## src/rtl/mc_adc_pkg.sv

```systemverilog
// Shared definitions for the multi-channel serial ADC readout.
// Holds:
//   - the acquisition state type
//   - the width of the sample-set counter
//   - the bit-counter width helper
package mc_adc_pkg;

   typedef enum logic [1:0] {
      IDLE  = 2'd0,
      SETUP = 2'd1,
      SHIFT = 2'd2,
      HOLD  = 2'd3
   } state_t;

   localparam int SAMPLE_CNT_W = 16;

   // The bit counter must be able to hold SAMPLE_BITS itself,
   // because the final high phase runs after the last bit is counted.
   function automatic int bit_cnt_width(input int sample_bits);
      return $clog2(sample_bits + 1);
   endfunction

endpackage

```

## src/rtl/mc_adc_sclk_gen.sv

```systemverilog
// Serial clock generator for the ADC interface.
// The counter divides clk into SCLK half-periods of CLK_DIV cycles each.
// Ports:
//   clk, rst   : system clock and asynchronous active-high reset
//   en         : run the divider; when low, SCLK parks high and the counter
//                is primed so the next enabled cycle immediately falls
//   sclk       : registered SCLK level
//   rise_stb   : this cycle ends a low phase (SCLK goes 0->1 on the next edge)
//   fall_stb   : this cycle ends a high phase (SCLK goes 1->0 on the next edge)
//   phase_end  : current half-period is in its last cycle (independent of en)
module mc_adc_sclk_gen #(
   parameter int CLK_DIV = 4
) (
   input  logic clk,
   input  logic rst,
   input  logic en,
   output logic sclk,
   output logic rise_stb,
   output logic fall_stb,
   output logic phase_end
);

   localparam int CNT_W = $clog2(CLK_DIV + 1);
   localparam logic [CNT_W-1:0] CNT_LAST = CNT_W'(CLK_DIV - 1);

   logic [CNT_W-1:0] div_cnt_reg;
   logic             sclk_reg;

   assign phase_end = (div_cnt_reg == CNT_LAST);
   assign rise_stb  = en && !sclk_reg && phase_end;
   assign fall_stb  = en &&  sclk_reg && phase_end;
   assign sclk      = sclk_reg;

   always_ff @(posedge clk or posedge rst) begin
      if (rst) begin
         div_cnt_reg <= CNT_LAST;
         sclk_reg    <= 1'b1;
      end else if (!en) begin
         div_cnt_reg <= CNT_LAST;
         sclk_reg    <= 1'b1;
      end else if (phase_end) begin
         div_cnt_reg <= '0;
         sclk_reg    <= ~sclk_reg;
      end else begin
         div_cnt_reg <= div_cnt_reg + 1'b1;
      end
   end

endmodule

```

## src/rtl/mc_adc_readout.sv

```systemverilog
// Multi-channel serial ADC acquisition engine.
// The engine drives one shared CS_N and one shared SCLK to NUM_CH ADCs.
// It shifts one SAMPLE_BITS sample per channel in parallel.
// The packed set goes out through a single-entry valid/ready output register.
// Ports:
//   CLK, RST          : system clock, asynchronous active-high reset
//   START, CONT, ABORT: conversion request, continuous mode, abort
//   ADC_SCLK, ADC_CS_N: registered serial clock (idle high) and chip select
//   ADC_SDO           : per-channel serial data, MSB first
//   DATA_OUT          : channel c at [c*SAMPLE_BITS +: SAMPLE_BITS]
//   DATA_VALID/READY  : output handshake
//   BUSY              : engine not idle
//   OVERFLOW, CLR_OVF : sticky dropped-set flag and its clear
//   SAMPLE_CNT        : number of sets loaded into DATA_OUT (wraps)
module mc_adc_readout
   import mc_adc_pkg::*;
#(
   parameter int NUM_CH      = 4,
   parameter int SAMPLE_BITS = 16,
   parameter int CLK_DIV     = 4,
   parameter int CS_SETUP    = 2,
   parameter int QUIET       = 4
) (
   input  logic                          CLK,
   input  logic                          RST,
   input  logic                          START,
   input  logic                          CONT,
   input  logic                          ABORT,
   output logic                          ADC_SCLK,
   output logic                          ADC_CS_N,
   input  logic [NUM_CH-1:0]             ADC_SDO,
   output logic [NUM_CH*SAMPLE_BITS-1:0] DATA_OUT,
   output logic                          DATA_VALID,
   input  logic                          DATA_READY,
   output logic                          BUSY,
   output logic                          OVERFLOW,
   input  logic                          CLR_OVF,
   output logic [SAMPLE_CNT_W-1:0]       SAMPLE_CNT
);

   localparam int BIT_W  = bit_cnt_width(SAMPLE_BITS);
   localparam int PH_MAX = (CS_SETUP > QUIET) ? CS_SETUP : QUIET;
   localparam int PH_W   = $clog2(PH_MAX + 1);
   localparam logic [PH_W-1:0]  SETUP_LAST = PH_W'(CS_SETUP - 1);
   localparam logic [PH_W-1:0]  QUIET_LAST = PH_W'(QUIET - 1);
   localparam logic [BIT_W-1:0] BITS_ALL   = BIT_W'(SAMPLE_BITS);

   state_t                          state_reg;
   logic                            cs_n_reg;
   logic                            busy_reg;
   logic [PH_W-1:0]                 phase_cnt_reg;
   logic [BIT_W-1:0]                bit_cnt_reg;
   logic [NUM_CH*SAMPLE_BITS-1:0]   data_out_reg;
   logic                            data_valid_reg;
   logic                            overflow_reg;
   logic [SAMPLE_CNT_W-1:0]         sample_cnt_reg;
   logic [NUM_CH*SAMPLE_BITS-1:0]   sample_set;

   logic sclk, rise_stb, fall_stb, phase_end;
   logic sclk_en, shift_done, abort_now, load_ev, load_ok;

   assign abort_now  = ABORT && (state_reg != IDLE);
   // The conversion ends at the last cycle of the high phase following the final bit.
   assign shift_done = (state_reg == SHIFT) && (bit_cnt_reg == BITS_ALL) && sclk && phase_end;
   // The divider runs from the last SETUP cycle, so that SCLK is already low
   // in the first SHIFT cycle.
   // It stops on the final SHIFT cycle so that SCLK stays parked high into HOLD.
   assign sclk_en    = !abort_now &&
                       (((state_reg == SETUP) && (phase_cnt_reg == SETUP_LAST)) ||
                        ((state_reg == SHIFT) && !shift_done));
   assign load_ev    = shift_done && !abort_now;
   assign load_ok    = !data_valid_reg || DATA_READY;

   mc_adc_sclk_gen #(.CLK_DIV(CLK_DIV)) u_sclk_gen (
      .clk       (CLK),
      .rst       (RST),
      .en        (sclk_en),
      .sclk      (sclk),
      .rise_stb  (rise_stb),
      .fall_stb  (fall_stb),
      .phase_end (phase_end)
   );

   // One shift register per channel.
   // Each captures on the edge where SCLK goes 0->1.
   genvar gi;
   generate
      for (gi = 0; gi < NUM_CH; gi++) begin : g_ch
         logic [SAMPLE_BITS-1:0] shift_reg;
         always_ff @(posedge CLK or posedge RST) begin
            if (RST)
               shift_reg <= '0;
            else if (rise_stb)
               shift_reg <= {shift_reg[SAMPLE_BITS-2:0], ADC_SDO[gi]};
         end
         assign sample_set[gi*SAMPLE_BITS +: SAMPLE_BITS] = shift_reg;
      end
   endgenerate

   always_ff @(posedge CLK or posedge RST) begin
      if (RST) begin
         state_reg     <= IDLE;
         cs_n_reg      <= 1'b1;
         busy_reg      <= 1'b0;
         phase_cnt_reg <= '0;
         bit_cnt_reg   <= '0;
      end else if (abort_now) begin
         state_reg <= IDLE;
         cs_n_reg  <= 1'b1;
         busy_reg  <= 1'b0;
      end else begin
         case (state_reg)
            IDLE: if (START) begin
               state_reg     <= SETUP;
               cs_n_reg      <= 1'b0;
               busy_reg      <= 1'b1;
               phase_cnt_reg <= '0;
            end
            SETUP: if (fall_stb) begin
               state_reg   <= SHIFT;
               bit_cnt_reg <= '0;
            end else begin
               phase_cnt_reg <= phase_cnt_reg + 1'b1;
            end
            SHIFT: begin
               if (rise_stb)
                  bit_cnt_reg <= bit_cnt_reg + 1'b1;
               if (shift_done) begin
                  state_reg     <= HOLD;
                  cs_n_reg      <= 1'b1;
                  phase_cnt_reg <= '0;
               end
            end
            HOLD: if (phase_cnt_reg == QUIET_LAST) begin
               if (CONT) begin
                  state_reg     <= SETUP;
                  cs_n_reg      <= 1'b0;
                  phase_cnt_reg <= '0;
               end else begin
                  state_reg <= IDLE;
                  busy_reg  <= 1'b0;
               end
            end else begin
               phase_cnt_reg <= phase_cnt_reg + 1'b1;
            end
            default: state_reg <= IDLE;
         endcase
      end
   end

   // Single-entry output register.
   // A completed set that finds it occupied and not being read is dropped.
   always_ff @(posedge CLK or posedge RST) begin
      if (RST) begin
         data_out_reg   <= '0;
         data_valid_reg <= 1'b0;
         overflow_reg   <= 1'b0;
         sample_cnt_reg <= '0;
      end else begin
         if (load_ev && load_ok) begin
            data_out_reg   <= sample_set;
            data_valid_reg <= 1'b1;
            sample_cnt_reg <= sample_cnt_reg + 1'b1;
         end else if (data_valid_reg && DATA_READY) begin
            data_valid_reg <= 1'b0;
         end
         if (load_ev && !load_ok)
            overflow_reg <= 1'b1;
         else if (CLR_OVF)
            overflow_reg <= 1'b0;
      end
   end

   assign ADC_SCLK   = sclk;
   assign ADC_CS_N   = cs_n_reg;
   assign BUSY       = busy_reg;
   assign DATA_OUT   = data_out_reg;
   assign DATA_VALID = data_valid_reg;
   assign OVERFLOW   = overflow_reg;
   assign SAMPLE_CNT = sample_cnt_reg;

endmodule

```

## config.mk

```make
export PLATFORM = sky130hd
export DESIGN_NAME = mc_adc_readout
export DESIGN_NICKNAME = d
export VERILOG_FILES = /design/src/rtl/mc_adc_pkg.sv /design/src/rtl/mc_adc_sclk_gen.sv /design/src/rtl/mc_adc_readout.sv
export SDC_FILE = /design/constraint.sdc
export NUM_CORES = 1
export LEC_CHECK = 0
export ABC_AREA = 1
export ABC_CLOCK_PERIOD_IN_PS = 5670
export CAP_MARGIN = 25
export CORE_MARGIN = 2
export CORE_UTILIZATION = 45
export CTS_CLUSTER_DIAMETER = 60
export DETAILED_ROUTE_END_ITERATION = 8
export PLACE_DENSITY = 0.7
export REMOVE_ABC_BUFFERS = 1
export SYNTH_ARGS = -nofsm -noshare
export SYNTH_HDL_FRONTEND = slang
export SYNTH_SLANG_ARGS = --single-unit
```

## constraint.sdc

```tcl
create_clock -name CLK -period 5.67 [get_ports CLK]
set_input_delay 1.134 -clock CLK [delete_from_list [all_inputs] [get_ports CLK]]
set_output_delay 1.134 -clock CLK [all_outputs]
set_load 0.05 [all_outputs]
```

==> flow_metrics.env <==
export IMPL_reg2reg_to="DATA_OUT[9]"
export IMPL_grt_pass1_wl_um=21600
export IMPL_cp_data_arrival_time_ns=3.37
export IMPL_cts_resized=0
export IMPL_synth_area_leaders="dfrtp_1 (57%), nand2_1 (11%), inv_1 (5.4%), o21ai_1 (4.5%), o21ai_0 (4.4%)"
export IMPL_grt_max_degree=103
export IMPL_drt_iter0_markers=259
export IMPL_drc=0
export IMPL_viasPerCell=4.75
export IMPL_p_per_area_nw_per_um2=344
export IMPL_synth_top_area_cell="dfrtp_1"
export IMPL_reg2reg_slack_ns=2.90
export IMPL_vias=4896
export IMPL_hold_class="reg2reg"
export IMPL_yosysMostFrequentCell="nand2_1"
export IMPL_leakagePower_uw=0.00381
export IMPL_drtPass1Iterations=4
export IMPL_worstSetupPathType="in2reg"
export IMPL_cts_htree_levels=4
export IMPL_fin_crit_sh=0.534
export IMPL_port_buffers=95
export IMPL_wirelength_um=12700
export IMPL_synth_seq_area_share=0.589
export IMPL_drive_above_1_share=0.0783
export IMPL_netlist_instances=742
export IMPL_grt_pass1_vias=4559
export IMPL_clkTransAtPathRegs_ns=0.07
export IMPL_drv_slew=0
export IMPL_ys_seq_elements=162
export IMPL_drt_antenna_violating_nets=0
export IMPL_finClkSkew_ns=0.00903
export IMPL_syn_to_final_growth_pct=23.5
export IMPL_insertion_delay_ns=0.42
export IMPL_multi_input_area_um2=2230
export IMPL_nets=854
export IMPL_cts_sinks=162
export IMPL_fin_tns_setup_ns=0
export IMPL_relSlewSlack=0.376
export IMPL_setup_viol_count_final=0
export IMPL_finalHoldViolCount=0
export IMPL_seq_area_um2=4060
export IMPL_tightest_slew_ns=0.936
export IMPL_netlist_area_um2=6900
export IMPL_r2r_start="state_reg[0]"
export IMPL_fmax_mhz=331
export IMPL_crit_end="DATA_OUT[9]"
export IMPL_synth_area_per_cell_um2=9.29
export IMPL_hpwl_um=8260
export IMPL_dpl_worst_slack_ns=2.18
export IMPL_overflow=0
export IMPL_synth_cell_type_count=34
export IMPL_hold_buffers=0
export IMPL_synth_edf_count=0
export IMPL_place_gp_congestion=0.836
export IMPL_ir_drop_v=0.000202
export IMPL_async_flop_share=1.00
export IMPL_ys_flop_type="dfrtp_1"
export IMPL_finalWorstSetupSlack_ns=2.64
export IMPL_antenna_found_initial=0
export IMPL_yosys_warnings=0
export IMPL_end_kind="register"
export IMPL_worstSetupStartpointType="primary input"
export IMPL_ios=96
export IMPL_die_y_um=128
export IMPL_cts_buffers=17
export IMPL_die_area_um2=16300
export IMPL_core_area_um2=15100
export IMPL_critPathRequiredTime_ns=6.02
export IMPL_cap_viol_max_count=0
export IMPL_wl_per_cell_um=12.3
export IMPL_crit_path_top_delay_cell="inv_4"
export IMPL_fillers=1341
export IMPL_netlist_top_cells_count="nand2_1 (202), dfrtp_1 (158), inv_1 (99), o21ai_1 (62), o21ai_0 (60)"
export IMPL_path_max_fanout=98
export IMPL_slowest_delay_ns=0.68
export IMPL_status="finished, final reports clean"
export IMPL_crit_chain="clkdlybuf4s50_1 -> nand2_2 -> nand2_4 -> nor2_8 -> inv_4 -> buf_4 -> nand2_1 -> o21ai_1"
export IMPL_grt_util_all_layers=0.164
export IMPL_cts_tree="yes"
export IMPL_cts_path_max_buffers=2
export IMPL_num_rows=45
export IMPL_rsz0062_at_grt="false"
export IMPL_synth_top_area_share=0.573
export IMPL_post_route_min_period_ns=3.03
export IMPL_clockRootBuffer="clkbuf_16"
export IMPL_min_path_cells=2
export IMPL_dieWidth_um=128
export IMPL_cp_startpoint="ABORT"
export IMPL_worst_r2r_cell_count=12
export IMPL_diodes=0
export IMPL_postCtsSetupBuffers=0
export IMPL_start_util=0.457
export IMPL_holdWs_ns=0.476
## report_power, final
part	switching (µW)	internal (µW)	total (µW)
clock	479	670	1150
sequential	51.3	1250	1300
combinational	328	153	480
## critical path: cells and delay by family
kind                   cells  cell delay (ns)
and+or+nand+nor            4             0.51
buffers and inverters      3             1.59
AOI/OAI and AO/OA          1             0.09
## area by class of cell
class                      count  share of cell area
timing repair buffer          99               0.118
multi-input combinational    448               0.262
clock buffer                  19              0.0520
tap                          188              0.0276
clock inverter                13              0.0178
inverter                     102              0.0458
sequential                   162               0.477
## worst min-delay path by stage
stage | start | endpoint | slack [ns]
after detailed placement | g_ch[0].shift_reg[15] | DATA_OUT[15] | 0.47
after global routing | DATA_OUT[63] | DATA_OUT[63] | 0.50
after CTS | DATA_OUT[47] | DATA_OUT[47] | 0.49
after floorplan | g_ch[0].shift_reg[15] | DATA_OUT[15] | 0.45
final | DATA_OUT[47] | DATA_OUT[47] | 0.48
after global placement | g_ch[0].shift_reg[15] | DATA_OUT[15] | 0.46
## placed cells by master (no fill, tap or decap), types with 7 or more instances in the layout
cell / count
a21oi_1: 11
clkbuf_16: 17
clkdlybuf4s50_1: 95
dfrtp_1: 158
ha_1: 13
inv_1: 98
nand2_1: 202
nand3_1: 17
nor2_1: 25
nor3_1: 7
o21ai_0: 60
o21ai_1: 62
o21ai_2: 10
xnor2_1: 7
xor2_1: 9
## cells by family after synthesis
family	count (synthesis)	synth area share
buf+inv	132	0.0882
compound gates	147	0.115
simple gates	272	0.165
fa+ha+maj	13	0.0236
xor+xnor	16	0.0203
flops	162	0.589
## metal layers
metal | part of all wire | vias up | track usage | wire length [µm]
met5 | 0 | - | 0 | 0
met4 | 0.0061 | 0 | 0.0407 | 78
met3 | 0.056 | 9 | 0.0547 | 715
met2 | 0.46 | 100 | 0.255 | 5780
met1 | 0.48 | 2282 | 0.225 | 6120
li1 | - | 2505 | - | -
## metrics by stage
step           power, µW  std cells  utilization  area, µm²
2_1_floorplan       1670        712            -       6670
3_3_place_gp        1790        998        0.523       7890
3_5_place_dp        1800        999        0.525       7920
4_1_cts             2960       1031        0.564       8510
5_1_grt             3090       1031        0.564       8510
6_report            2930       1031        0.564       8510
No activity file was read; power rests on OpenSTA's default activity.
==> patch 1 (same settings) <==
Change the parameter `CS_SETUP` from 2 to 1.
--- a/src/rtl/mc_adc_readout.sv
+++ b/src/rtl/mc_adc_readout.sv
@@ -19,5 +19,5 @@
    parameter int SAMPLE_BITS = 16,
    parameter int CLK_DIV     = 4,
-   parameter int CS_SETUP    = 2,
+   parameter int CS_SETUP    = 1,
    parameter int QUIET       = 4
 ) (
Check against the original RTL: not equivalent (a bounded check fails within 4 cycles, from zero or initial values and one cycle with RST high).
==> patch 1 against the unedited design <==
Synthesized area is 0.56% higher; worst setup slack better by 0.036 ns; total power is 1.0% higher; non-clock buffer count is 1 higher; routed wire length is 1.3% lower; critical endpoint is now g_ch[0].shift_reg[0]$_DFFE_PP0P_; critical path type unchanged; largest power group unchanged; highest routed layer unchanged; utilization is 0.36 points lower; final area is 0.26% lower; sequential cell count stayed put.
==> patch 1: results (changes against the unedited design) <==
.. list-table::
   :header-rows: 1

   * - Metric
     - Value
   * - Status
     - finished, final reports clean
   * - Length of routed wiring on met1
     - 5940 microns (-2.9%)
   * - Part of the Yosys area used for sequential elements
     - 58.5% (-0.33 points)
   * - Routing usage on met3
     - 5.09% (-0.38 points)
   * - GRT met1 Usage
     - 22.0% (-0.50 points)
   * - Number of vias per cell
     - 4.69 (-1.2%)
   * - Total number of vias
     - 4780 (-2.4%)
   * - IR Drop Worst-Case VDD
     - 0.196 mV (-3.1%)
   * - Crit path max-delay cell type
     - sky130_fd_sc_hd__nand2_4
   * - Cell types with the highest counts after synthesis
     - 201 x sky130_fd_sc_hd__nand2_1, 158 x sky130_fd_sc_hd__dfrtp_1, 97 x sky130_fd_sc_hd__inv_1
   * - Largest net degree at the start of global routing
     - 88 (-15%)
   * - Placement Cell Area
     - 0.00788 sq mm (-0.51%)
   * - Number of global-route vias before repair
     - 4505 (-1.2%)
   * - Main area contributors after synthesis
     - sky130_fd_sc_hd__dfrtp_1 57%, sky130_fd_sc_hd__nand2_1 11%, sky130_fd_sc_hd__o21ai_0 5.3%
   * - DP Cell Count
     - 988 (-1.1%)
   * - Worst-case setup slack after placement
     - 2.22 ns (+0.0373 ns)
   * - Routed wire length on met2
     - 5820 microns (+0.69%)
   * - Wire length of the first global-routing pass
     - 21400 microns (-0.83%)
   * - Relative slew slack
     - 42.8% (+5.2 points)
   * - Wire length reported by the detailed router
     - 12500 microns (-1.3%)
   * - Delay of the slowest critical-path stage
     - 0.54 ns (-0.14 ns)
   * - HPWL after detailed placement
     - 8360 microns (+1.3%)
   * - DRC violation total after the first TritonRoute iteration
     - 310 (+20%)
   * - Arrival time worst endpoint
     - 3.32 ns (-0.05 ns)
   * - Final net count
     - 843 (-1.3%)
   * - Met2 Use GR
     - 25.1% (-0.41 points)
   * - Final estimated routing congestion in global placement
     - 0.816 (-2.3%)
   * - Mean instance size in the synthesized netlist
     - 9.49 sq um (+2.1%)
   * - Final setup skew
     - 0.00793 ns (-0.00109 ns)
   * - Worst path top cell family by delay
     - simple AND/OR/NAND/NOR gates
   * - Count of fill cells added during filler insertion
     - 1345 (+0.30%)
   * - Max FO, Critical Path
     - 83 (-15%)
==> patch 1: changes by cell type after synthesis, moves of 5 or more <==
cell and delta:
sky130_fd_sc_hd__o21ai_0 +13, sky130_fd_sc_hd__buf_4 -8, sky130_fd_sc_hd__o21ai_1 -13, sky130_fd_sc_hd__buf_6 +11, sky130_fd_sc_hd__nand3_1 -5
==> patch 1: final timing paths <==
path | from | end | slack [ns] | depth (start not counted)
min | g_ch[3].shift_reg[15]$_DFFE_PP0P_ | DATA_OUT[63]$_DFFE_PP0P_ | 0.48 | 2
min reg2reg | g_ch[3].shift_reg[15]$_DFFE_PP0P_ | DATA_OUT[63]$_DFFE_PP0P_ | 0.48 | 2
max in group asynchronous | RST | DATA_OUT[15]$_DFFE_PP0P_ | 3.43 | 3
max | ABORT | g_ch[0].shift_reg[0]$_DFFE_PP0P_ | 2.68 | 8
max reg2reg | state_reg[0]$_DFFE_PP0P_ | g_ch[0].shift_reg[0]$_DFFE_PP0P_ | 2.72 | 11
min in group asynchronous | RST | g_ch[2].shift_reg[8]$_DFFE_PP0P_ | 1.18 | 2
==> patch 1: layout make-up <==
class / count / area [sq um] / share of cell area [%]
inverter: 99 / 379 / 4.46
multi-input combinational: 439 / 2220 / 26.1
timing repair buffer: 100 / 988 / 11.6
clock buffer: 22 / 484 / 5.70
tap: 188 / 235 / 2.77
clock inverter: 9 / 128 / 1.50
sequential: 162 / 4060 / 47.8
==> patch 1: power by group <==
group	internal, uW	switching, uW
Combinational	151	329
Clock	737	436
Sequential	1250	54.8
==> patch 1: logic make-up after synthesis <==
| group | share of synthesized area, % |
|---|---|
| AOI/OAI and AO/OA | 11.4 |
| adders and majority gates | 2.35 |
| DFF | 58.5 |
| and+or+nand+nor | 16.2 |
| buffers and inverters | 9.49 |
| xor gates and xnor gates | 2.02 |
==> patch 2 (config.mk and constraints unchanged) <==
Made on the original files. Put one more register stage on the output `SAMPLE_CNT`. The value now appears one clock later. The other outputs are not delayed to match.
--- a/src/rtl/mc_adc_readout.sv
+++ b/src/rtl/mc_adc_readout.sv
@@ -178,5 +178,7 @@
    assign DATA_VALID = data_valid_reg;
    assign OVERFLOW   = overflow_reg;
-   assign SAMPLE_CNT = sample_cnt_reg;
+   always_ff @(posedge CLK) begin
+      SAMPLE_CNT <= sample_cnt_reg;
+   end
 
 endmodule
Formal check against the unedited RTL: same outputs for any inputs over 10 cycles, from zero or initial values and one cycle with RST high; that may be too few to reach the edited logic, so the function may still have changed.
==> patch 2 against the unedited design <==
Final area is 5.0% higher; sequential power is 8% higher; synthesized area is 5.2% higher; worst setup slack worse by 0.037 ns; first-iteration DRC count is 4.2% lower; routed wire length is 2.2% higher; non-clock buffer count is 2 higher; register-to-register slack worse by 0.22 ns; sequential cell count is 16 higher; synthesized cell count is 0.54% higher; maximum frequency is 1.2% lower; largest cell class unchanged; total power is 4.8% higher; global-route usage hardly changed; highest routed layer unchanged.
==> patch 2: results (changes against the unedited design) <==
.. list-table::
   :header-rows: 1

   * - Metric
     - Value
   * - Status
     - finished, final reports clean
   * - Max FO, Critical Path
     - 87 (-11%)
   * - Worst path top cell family by delay
     - simple AND/OR/NAND/NOR gates
   * - IR Drop Worst-Case VDD
     - 0.200 mV (-1.1%)
   * - Largest net degree at the start of global routing
     - 108 (+4.9%)
   * - Clock Network Area Fraction
     - 6.96% (-0.022 points)
   * - Main area contributors after synthesis
     - sky130_fd_sc_hd__dfrtp_1 55%, sky130_fd_sc_hd__nand2_1 11%, sky130_fd_sc_hd__o21ai_1 5.5%
   * - Final setup skew
     - 0.00964 ns (+0.000609 ns)
   * - Worst-case setup slack after placement
     - 2.07 ns (-0.116 ns)
   * - Layout clock buffer count
     - 18 (-1)
   * - Multi-input combinational gate total
     - 440 (-1.8%)
   * - Relative slew slack
     - 44.4% (+6.8 points)
   * - HPWL after detailed placement
     - 8330 microns (+0.89%)
   * - Wire length of the first global-routing pass
     - 22000 microns (+1.9%)
   * - Share of cells above drive strength 1
     - 9.09% (+1.3 points)
   * - Final estimated routing congestion in global placement
     - 0.838 (+0.31%)
   * - Length of routed wiring on met1
     - 6450 microns (+5.5%)
   * - Met2 Use GR
     - 24.4% (-1.1 points)
   * - Global-route usage over all layers
     - 16.4% (-0.018 points)
   * - Post-synthesis xor/xnor area fraction
     - 1.93% (-0.10 points)
   * - DRC violation total after the first TritonRoute iteration
     - 248 (-4.2%)
   * - Area of all sequential standard cells
     - 0.00438 sq mm (+7.9%)
   * - Met3 routed wirelength
     - 707 microns (-1.1%)
   * - Flip-flop and latch count
     - 178 (+9.9%)
   * - Post-synthesis to final-layout area growth
     - 23.2%
   * - Crit path max-delay cell type
     - sky130_fd_sc_hd__nand2_4
   * - Part of the Yosys area used for sequential elements
     - 60.4% (+1.5 points)
[patch 2: worst paths after layout]
path | start | to | slack, ns | depth (start not counted)
setup / recovery | ABORT | g_ch[0].shift_reg[0]$_DFFE_PP0P_ | 2.61 | 8
hold / removal | sample_cnt_reg[15]$_DFFE_PP0P_ | SAMPLE_CNT[15]$_DFF_P_ | 0.42 | 0
setup reg to reg | state_reg[0]$_DFFE_PP0P_ | g_ch[0].shift_reg[0]$_DFFE_PP0P_ | 2.68 | 11
hold reg to reg | sample_cnt_reg[15]$_DFFE_PP0P_ | SAMPLE_CNT[15]$_DFF_P_ | 0.42 | 0
max in group asynchronous | RST | u_sclk_gen.div_cnt_reg[1]$_DFF_PP1_ | 3.78 | 3
min in group asynchronous | RST | DATA_OUT[48]$_DFFE_PP0P_ | 1.10 | 2
[patch 2: where the power goes]
group	internal [uW]	switching (uW)
logic	140	295
registers	1350	47.7
clock network	747	486
